--- config.mk ---
export PLATFORM = sky130hd
export DESIGN_NAME = reorder_buffer
export DESIGN_NICKNAME = d
export VERILOG_FILES = /design/src/rtl/tomasulo_pkg.sv /design/src/rtl/rob_ptr.sv /design/src/rtl/reorder_buffer.sv
export SDC_FILE = /design/constraint.sdc
export NUM_CORES = 1
export LEC_CHECK = 0
export BUFFER_PORTS_ARGS = -buffer_cell sky130_fd_sc_hd__clkbuf_2
export CAP_MARGIN = 10
export CORE_UTILIZATION = 62
export DETAILED_ROUTE_END_ITERATION = 16
export HOLD_SLACK_MARGIN = 0.1
export MAX_ROUTING_LAYER = met4
export PLACE_DENSITY = 0.79
export SYNTH_ARGS = -nofsm -noshare
export SYNTH_HDL_FRONTEND = slang
export SYNTH_HIERARCHICAL = 1
export SYNTH_SLANG_ARGS = --single-unit
--- constraint.sdc ---
create_clock -name clk -period 5.32 [get_ports clk]
set_input_delay 1.064 -clock clk [delete_from_list [all_inputs] [get_ports clk]]
set_output_delay 1.064 -clock clk [all_outputs]
set_load 0.05 [all_outputs]
--- src/rtl/tomasulo_pkg.sv ---
// Shared Tomasulo core constants and the reorder buffer entry layout.
package tomasulo_pkg;

  localparam int unsigned TAG_W     = 6;
  localparam int unsigned ROB_DEPTH = 16;
  localparam int unsigned REG_IDX_W = 5;
  localparam int unsigned DATA_W    = 32;
  localparam int unsigned PTR_W     = 4;

  localparam logic [TAG_W-1:0] INVALID_TAG = 6'd16;

  typedef struct packed {
    logic                 busy;
    logic                 ready;
    logic [REG_IDX_W-1:0] dest;
    logic [DATA_W-1:0]    value;
  } rob_entry_t;

  // Tags 0..15 name entries; anything with upper bits set is invalid.
  function automatic logic tag_valid(input logic [TAG_W-1:0] tag);
    return tag[TAG_W-1:PTR_W] == '0;
  endfunction

endpackage

--- src/rtl/rob_ptr.sv ---
// Wrapping 4-bit ring pointer with synchronous clear and increment.
module rob_ptr
  import tomasulo_pkg::*;
(
  input  logic             clk,
  input  logic             rst_n,
  input  logic             clear,
  input  logic             inc,
  output logic [PTR_W-1:0] ptr
);

  always_ff @(posedge clk or negedge rst_n) begin
    if (!rst_n) begin
      ptr <= '0;
    end else if (clear) begin
      ptr <= '0;
    end else if (inc) begin
      ptr <= ptr + PTR_W'(1);
    end
  end

endmodule

--- src/rtl/reorder_buffer.sv ---
// 16-entry circular reorder buffer: in-order allocate, CDB completion, in-order commit.
module reorder_buffer
  import tomasulo_pkg::*;
(
  input  logic                 clk,
  input  logic                 rst_n,
  input  logic                 flush,
  input  logic                 alloc_valid,
  input  logic [REG_IDX_W-1:0] alloc_dest,
  output logic                 alloc_ready,
  output logic [TAG_W-1:0]     alloc_tag,
  input  logic                 cdb_valid,
  input  logic [TAG_W-1:0]     cdb_tag,
  input  logic [DATA_W-1:0]    cdb_value,
  input  logic [TAG_W-1:0]     query_tag1,
  output logic                 query_ready1,
  output logic [DATA_W-1:0]    query_value1,
  input  logic [TAG_W-1:0]     query_tag2,
  output logic                 query_ready2,
  output logic [DATA_W-1:0]    query_value2,
  output logic                 commit_valid,
  output logic [REG_IDX_W-1:0] commit_reg,
  output logic [DATA_W-1:0]    commit_value,
  output logic [TAG_W-1:0]     commit_tag
);

  rob_entry_t       entries_q [ROB_DEPTH];
  logic [PTR_W:0]   count_q;
  logic [PTR_W-1:0] head;
  logic [PTR_W-1:0] tail;
  logic [PTR_W-1:0] cdb_idx;
  logic             alloc_fire;
  logic             commit_fire;
  logic             cdb_fire;

  assign cdb_idx     = cdb_tag[PTR_W-1:0];
  assign alloc_ready = count_q < (PTR_W + 1)'(ROB_DEPTH);
  assign alloc_tag   = alloc_ready ? TAG_W'(tail) : INVALID_TAG;
  assign alloc_fire  = alloc_valid && alloc_ready && !flush;
  assign commit_fire = entries_q[head].busy && entries_q[head].ready && !flush;
  assign cdb_fire    = cdb_valid && tag_valid(cdb_tag) && entries_q[cdb_idx].busy && !flush;

  rob_ptr u_head (
    .clk   (clk),
    .rst_n (rst_n),
    .clear (flush),
    .inc   (commit_fire),
    .ptr   (head)
  );

  rob_ptr u_tail (
    .clk   (clk),
    .rst_n (rst_n),
    .clear (flush),
    .inc   (alloc_fire),
    .ptr   (tail)
  );

  // Commit is applied last so it wins over a same-edge CDB write to the head.
  always_ff @(posedge clk or negedge rst_n) begin
    if (!rst_n) begin
      for (int i = 0; i < ROB_DEPTH; i++) begin
        entries_q[i] <= '0;
      end
    end else if (flush) begin
      for (int i = 0; i < ROB_DEPTH; i++) begin
        entries_q[i].busy  <= 1'b0;
        entries_q[i].ready <= 1'b0;
      end
    end else begin
      if (alloc_fire) begin
        entries_q[tail].busy  <= 1'b1;
        entries_q[tail].ready <= 1'b0;
        entries_q[tail].dest  <= alloc_dest;
      end
      if (cdb_fire) begin
        entries_q[cdb_idx].ready <= 1'b1;
        entries_q[cdb_idx].value <= cdb_value;
      end
      if (commit_fire) begin
        entries_q[head].busy  <= 1'b0;
        entries_q[head].ready <= 1'b0;
      end
    end
  end

  always_ff @(posedge clk or negedge rst_n) begin
    if (!rst_n) begin
      count_q <= '0;
    end else if (flush) begin
      count_q <= '0;
    end else begin
      unique case ({alloc_fire, commit_fire})
        2'b10:   count_q <= count_q + (PTR_W + 1)'(1);
        2'b01:   count_q <= count_q - (PTR_W + 1)'(1);
        default: count_q <= count_q;
      endcase
    end
  end

  always_ff @(posedge clk or negedge rst_n) begin
    if (!rst_n) begin
      commit_valid <= 1'b0;
      commit_reg   <= '0;
      commit_value <= '0;
      commit_tag   <= INVALID_TAG;
    end else if (commit_fire) begin
      commit_valid <= 1'b1;
      commit_reg   <= entries_q[head].dest;
      commit_value <= entries_q[head].value;
      commit_tag   <= TAG_W'(head);
    end else begin
      commit_valid <= 1'b0;
      commit_tag   <= INVALID_TAG;
    end
  end

  always_comb begin
    query_ready1 = tag_valid(query_tag1) && entries_q[query_tag1[PTR_W-1:0]].busy &&
                   entries_q[query_tag1[PTR_W-1:0]].ready;
    query_value1 = query_ready1 ? entries_q[query_tag1[PTR_W-1:0]].value : '0;
    query_ready2 = tag_valid(query_tag2) && entries_q[query_tag2[PTR_W-1:0]].busy &&
                   entries_q[query_tag2[PTR_W-1:0]].ready;
    query_value2 = query_ready2 ? entries_q[query_tag2[PTR_W-1:0]].value : '0;
  end

endmodule

---- Yosys cells after proc, flatten, opt, wreduce, memory -nomap -nowiden ----
Cells that the tools add are included.
operators by class
  add/sub/neg operators ................... 4
  $lt $le $gt $ge ......................... 9
  equality and inequality tests ........... 2
  muxes and demuxes ....................... 65
  bitwise logic cells ..................... 5
  reductions and logical operators ........ 21
operator list
  operator                                             count
  bitwise mux 624 bit                                  7
  2-to-1 mux 624 bit                                   5
  demux 39 bit (select 4 bit)                          7
  binary-select mux 39 bit (select 4 bit)              4
  2-to-1 mux 39 bit                                    10
  2-to-1 mux 38 bit                                    3
  2-to-1 mux 32 bit                                    3
  2-to-1 mux 37 bit                                    1
  2-to-1 mux 2 bit                                     16
  >= comparator 5 bit (second input constant)          5
  inverter 4 -> 5 bit                                  5
  2-to-1 mux 4 bit                                     4
  < comparator 5 x 1 -> 1 bit (second input constant)  3
  2-to-1 mux 5 bit                                     3
  logical AND 1 bit                                    14
  case mux 5 bit (2 select lines)                      1
  adder 4 x 1 -> 4 bit (second input constant)         2
  zero test 2 bit                                      3
  adder 5 x 1 -> 5 bit (second input constant)         1
  < comparator 5 bit (second input constant)           1
  subtractor 5 x 1 -> 5 bit (second input constant)    1
  nonzero test 2 bit                                   2
  nonzero test 3 bit                                   1
  == test 2 x 1 -> 1 bit (second input constant)       1
  3 further kinds                                      3
storage, ports and cells
  register bits ........................... 681
  input port bits ......................... 60
  output and inout port bits .............. 117

---- Logic depth before layout (Yosys ltp) ----
  depth after elaboration ................. 18
  mapped depth ............................ 15
  depth with buffers taken out ............ 12

---- Cells and area by module ----
Netlist, hierarchy kept.
modules (own cells, without submodules)
  module          times used  cells an instance  area each (um^2)  seq. area each (um^2)
  reorder_buffer  1           2,371              38,500.7          16,817.4
  rob_ptr         2           16                 192.7             100.1

---- Worst setup path before layout ----
Ideal clock, no wire load.
  kind .................................... input-to-output
  start point ............................. input port query_tag2[0]
  end point ............................... output port query_value2[11]
  data arrival time ....................... 3.249 ns
  required time ........................... 4.256 ns
  setup slack ............................. 1.007 ns
  stages .................................. 8
  buffers on the path ..................... 4
  cell sequence ........................... buf_2 > buf_2 > buf_2 > mux4_2 > o211ai_1 > o211ai_1 > clkbuf_1 > nor2b_1
between the ends
  longest elaborated chain between the ends .. 7
RTL lines
  element                                      line                                                                 RTL
  from (decl)                                  reorder_buffer.sv:18                                                 input logic [TAG_W-1:0] query_tag2,
  inverter 4 -> 5 bit (implied by the code) *  reorder_buffer.sv:122, reorder_buffer.sv:123, reorder_buffer.sv:124
  binary-select mux 39 bit (select 4 bit) *    reorder_buffer.sv:122, reorder_buffer.sv:123, reorder_buffer.sv:124
  2-to-1 mux 39 bit (implied by the code) *    reorder_buffer.sv:124                                                query_value2 = query_ready2 ? entries_q[query_tag2[PTR_W-1:0]].value : '0;
  2-to-1 mux 39 bit (implied by the code) *    reorder_buffer.sv:123                                                entries_q[query_tag2[PTR_W-1:0]].ready;
  logical AND 1 bit (2 in series)              reorder_buffer.sv:122                                                query_ready2 = tag_valid(query_tag2) && entries_q[query_tag2[PTR_W-1:0]].busy &&
  2-to-1 mux 32 bit *                          reorder_buffer.sv:124
  to (decl)                                    reorder_buffer.sv:20                                                 output logic [DATA_W-1:0] query_value2,
Mark *: on every way between the ends. The rest lies on a longest branch, timed or not. The select of a mux whose other input is x is not followed.

---- Final worst setup path ----
  start point ............................. input port query_tag1[0]
  end point ............................... output port query_value1[2]
between the ends
  longest elaborated chain between the ends .. 7
RTL lines
  element                                                  line                                                                 RTL
  from (decl)                                              reorder_buffer.sv:15                                                 input logic [TAG_W-1:0] query_tag1,
  inverter 4 -> 5 bit (implied by the code) *              reorder_buffer.sv:119, reorder_buffer.sv:120, reorder_buffer.sv:121
  binary-select mux 39 bit (select 4 bit) *                reorder_buffer.sv:119, reorder_buffer.sv:120, reorder_buffer.sv:121
  2-to-1 mux 39 bit (implied by the code) * (2 in series)  reorder_buffer.sv:121                                                query_value1 = query_ready1 ? entries_q[query_tag1[PTR_W-1:0]].value : '0;
  logical AND 1 bit (2 in series)                          reorder_buffer.sv:119                                                query_ready1 = tag_valid(query_tag1) && entries_q[query_tag1[PTR_W-1:0]].busy &&
  2-to-1 mux 32 bit *                                      reorder_buffer.sv:121
  to (decl)                                                reorder_buffer.sv:17                                                 output logic [DATA_W-1:0] query_value1,
Marks and branches as above.

==> flow_summary.yaml <==
logic_synthesis:
  muxShareOfSynthArea_pct: 48.6
  syn_area_mm2: 0.0389
  synth_top_family_by_area: "multiplexers"
  async_flop_share_pct: 100
  synth_xor_area_share_pct: 0.132
  yosysSeqAreaShare_pct: 43.8
  syn_inst: 2403
  synth-simple-area-share_pct: 3.26
  synth_fa_ha_area_share_pct: 0.129
  ys_types: 57
  synth_area_leaders: "dfrtp_1 (44%), mux4_2 (30%), mux2_2 (18%)"
  yosysTopAreaCell: "dfrtp_1"
  synth_top_area_share_pct: 43.7
  synth_compound_area_share_pct: 1.37
  ys.flop_type: "dfrtp_1"
  synth-seq-cells: 680
  synth_edf_count: 0
  syn_avg_cell_area_um2: 16.2
  yosysWarnings: 6
clock_network:
  clk_latency_ns: 0.62
  clk_pin_slew_ns: 0.05
  cts_buffers: 74
  clock_tree.root_cell: "clkbuf_16"
  clock-sinks: 680
  clock_path_buffers: 3
  tritoncts: "yes"
  post_cts_buffers: 0
  ctsHoldBuffers: 0
  htree_num_levels: 3
  cts_resized: 0
min_path:
  min_path_type: "reg -> reg"
  holdPathStages: 1
timing:
  hold_viol_final: 0
  fmax_mhz: 220
  timing.slew.headroom_pct: 27.2
  finClkSkew_ns: 0.0210
  setup_viol: 0
  period_share_pct: 85.5
  rsz0062_at_grt: "false"
  maxSlewViolCount: 0
  final.min_clock_period_ns: 4.55
  setup_tns_ns: 0
  tightest_slew_ns: 1.09
power_and_ir_drop:
  p_total_mw: 11.2
  p_per_area_mw_per_mm2: 260
  ir_drop_uv: 186
  p_leak_nw: 19.4
floorplan:
  ioPinCount: 177
  dieArea_mm2: 0.0637
  start_util_pct: 62.9
  die_y_um: 252
  rows: 91
  die_x_um: 252
  core_mm2: 0.0618
route:
  ant_nets: 0
  vias_per_cell: 7.31
  drc: 0
  vias: 24700
  routed_wirelength_um: 106000
  drtIter0Drc: 2576
  firstDrtPassIters: 5
  post_drt_wl_per_cell_um: 31.5
setup_path:
  critical_path_peak_fanout: 49
  endpoint_kind: "output port"
  reg2reg_depth: 11
  start_kind: "input port"
  r2r-start: "u_head/ptr[0]"
  cp.required_ns: 4.26
  r2r_setup_slack_ns: 1.56
  crit_type: "in -> out"
  cp.arrival_ns: 3.49
  rr_endpoint: "count_q[4]"
place:
  dpl.hpwl_um: 64400
  port_buffers: 174
  routabilityCongestion: 0.908
finish:
  mostFrequentLayoutCell: "dfrtp_1"
  syn_to_final_growth_pct: 10.8
  nNetsFinal: 2540
  drive_gt1_share_pct: 60.8
  fillerInstances: 3974
  mostFrequentLayoutCells: "dfrtp_1 (675), mux2_2 (631), mux4_2 (517)"
grt:
  grt_pass1_wl_um: 164000
  antenna_found_initial: 5
  grt_max_degree: 124
  grt_pass1_vias: 26000
  track_usage_pct: 35.7
  gr-total-overflow: 0
status:
  status: "finished clean"
run:
  maxCapViolations: 0
## worst max path at each step
stage | depth (start not counted) | end | startpoint
floorplan | 8 | query_value2[11] | query_tag2[0]
global placement | 6 | query_value1[2] | query_tag1[0]
detailed placement | 6 | query_value1[2] | query_tag1[0]
CTS | 6 | query_value1[2] | query_tag1[0]
global route | 6 | query_value1[2] | query_tag1[0]
finish | 6 | query_value1[2] | query_tag1[0]
## stage by stage
stage / util, % / hold slack (ns) / setup slack [ns] / instance area (um^2) / instances
detailed placement: 65.6 / 0.493 / 0.743 / 40600 / 3237
finish: 69.7 / 0.500 / 0.770 / 43100 / 3375
CTS: 69.7 / 0.506 / 0.742 / 43100 / 3370
global route: 69.7 / 0.517 / 0.663 / 43100 / 3375
floorplan: - / 0.474 / 1.01 / 38900 / 2404
global placement: 65.6 / 0.482 / 0.808 / 40600 / 3237
## synth_stat cells, types with 10 or more instances
| library cell | n |
|---|---|
| mux2i_1 | 10 |
| nor2_1 | 36 |
| nand2_1 | 46 |
| buf_2 | 86 |
| mux4_2 | 517 |
| nand3_1 | 13 |
| nor3_1 | 11 |
| dfrtp_1 | 679 |
| clkbuf_1 | 116 |
| a21oi_1 | 15 |
| mux2_2 | 631 |
| buf_1 | 28 |
| o211ai_1 | 13 |
| nor2b_1 | 78 |
## final cells by class
class / instances / area, um^2 / share of cell area [%]
Clock inverter: 18 / 221 / 0.514
Multi-Input combinational cell: 1476 / 20900 / 48.4
Tap cell: 837 / 1050 / 2.43
Antenna cell: 5 / 12.5 / 0.0290
Clock buffer: 115 / 2280 / 5.30
Sequential cell: 680 / 17000 / 39.5
Timing Repair Buffer: 236 / 1600 / 3.70
Inverter: 8 / 30.0 / 0.0697
## critical path, stage by stage
cell and delay, ns:
clkbuf_8 0.51, buf_4 0.38, mux4_2 0.54, mux4_2 0.48
nor2b_1 0.19, clkbuf_2 0.27
## metal layers
| layer | track usage (%) | vias up | part of all wire, % |
|---|---|---|---|
| li1 | - | 9754 | - |
| met1 | 46.4 | 13200 | 37 |
| met3 | 6.71 | 343 | 8.5 |
| met5 | - | - | 0 |
| met4 | 16.6 | 0 | 4.7 |
| met2 | 55.3 | 1358 | 49 |
## power breakdown
part | total (mW) | leakage [nW] | switching [mW] | internal (mW)
clock network | 5.29 | 1.24 | 2.10 | 3.19
logic | 0.632 | 8.66 | 0.407 | 0.226
registers | 5.25 | 9.46 | 0.0358 | 5.22
## kinds of logic (layout without fill, tap and decap cells)
group                    after synthesis  count (layout)
XOR/XNOR                               5               5
multiplexers                        1160            1160
flip-flops                           680             680
adder cells (fa/ha/maj)                4               4
AND/OR/NAND/NOR                      230             230
buffers and inverters                248             377
AO/OA/AOI/OAI                         75              75
other                                  1               7
No activity file was read; power rests on OpenSTA's default activity.
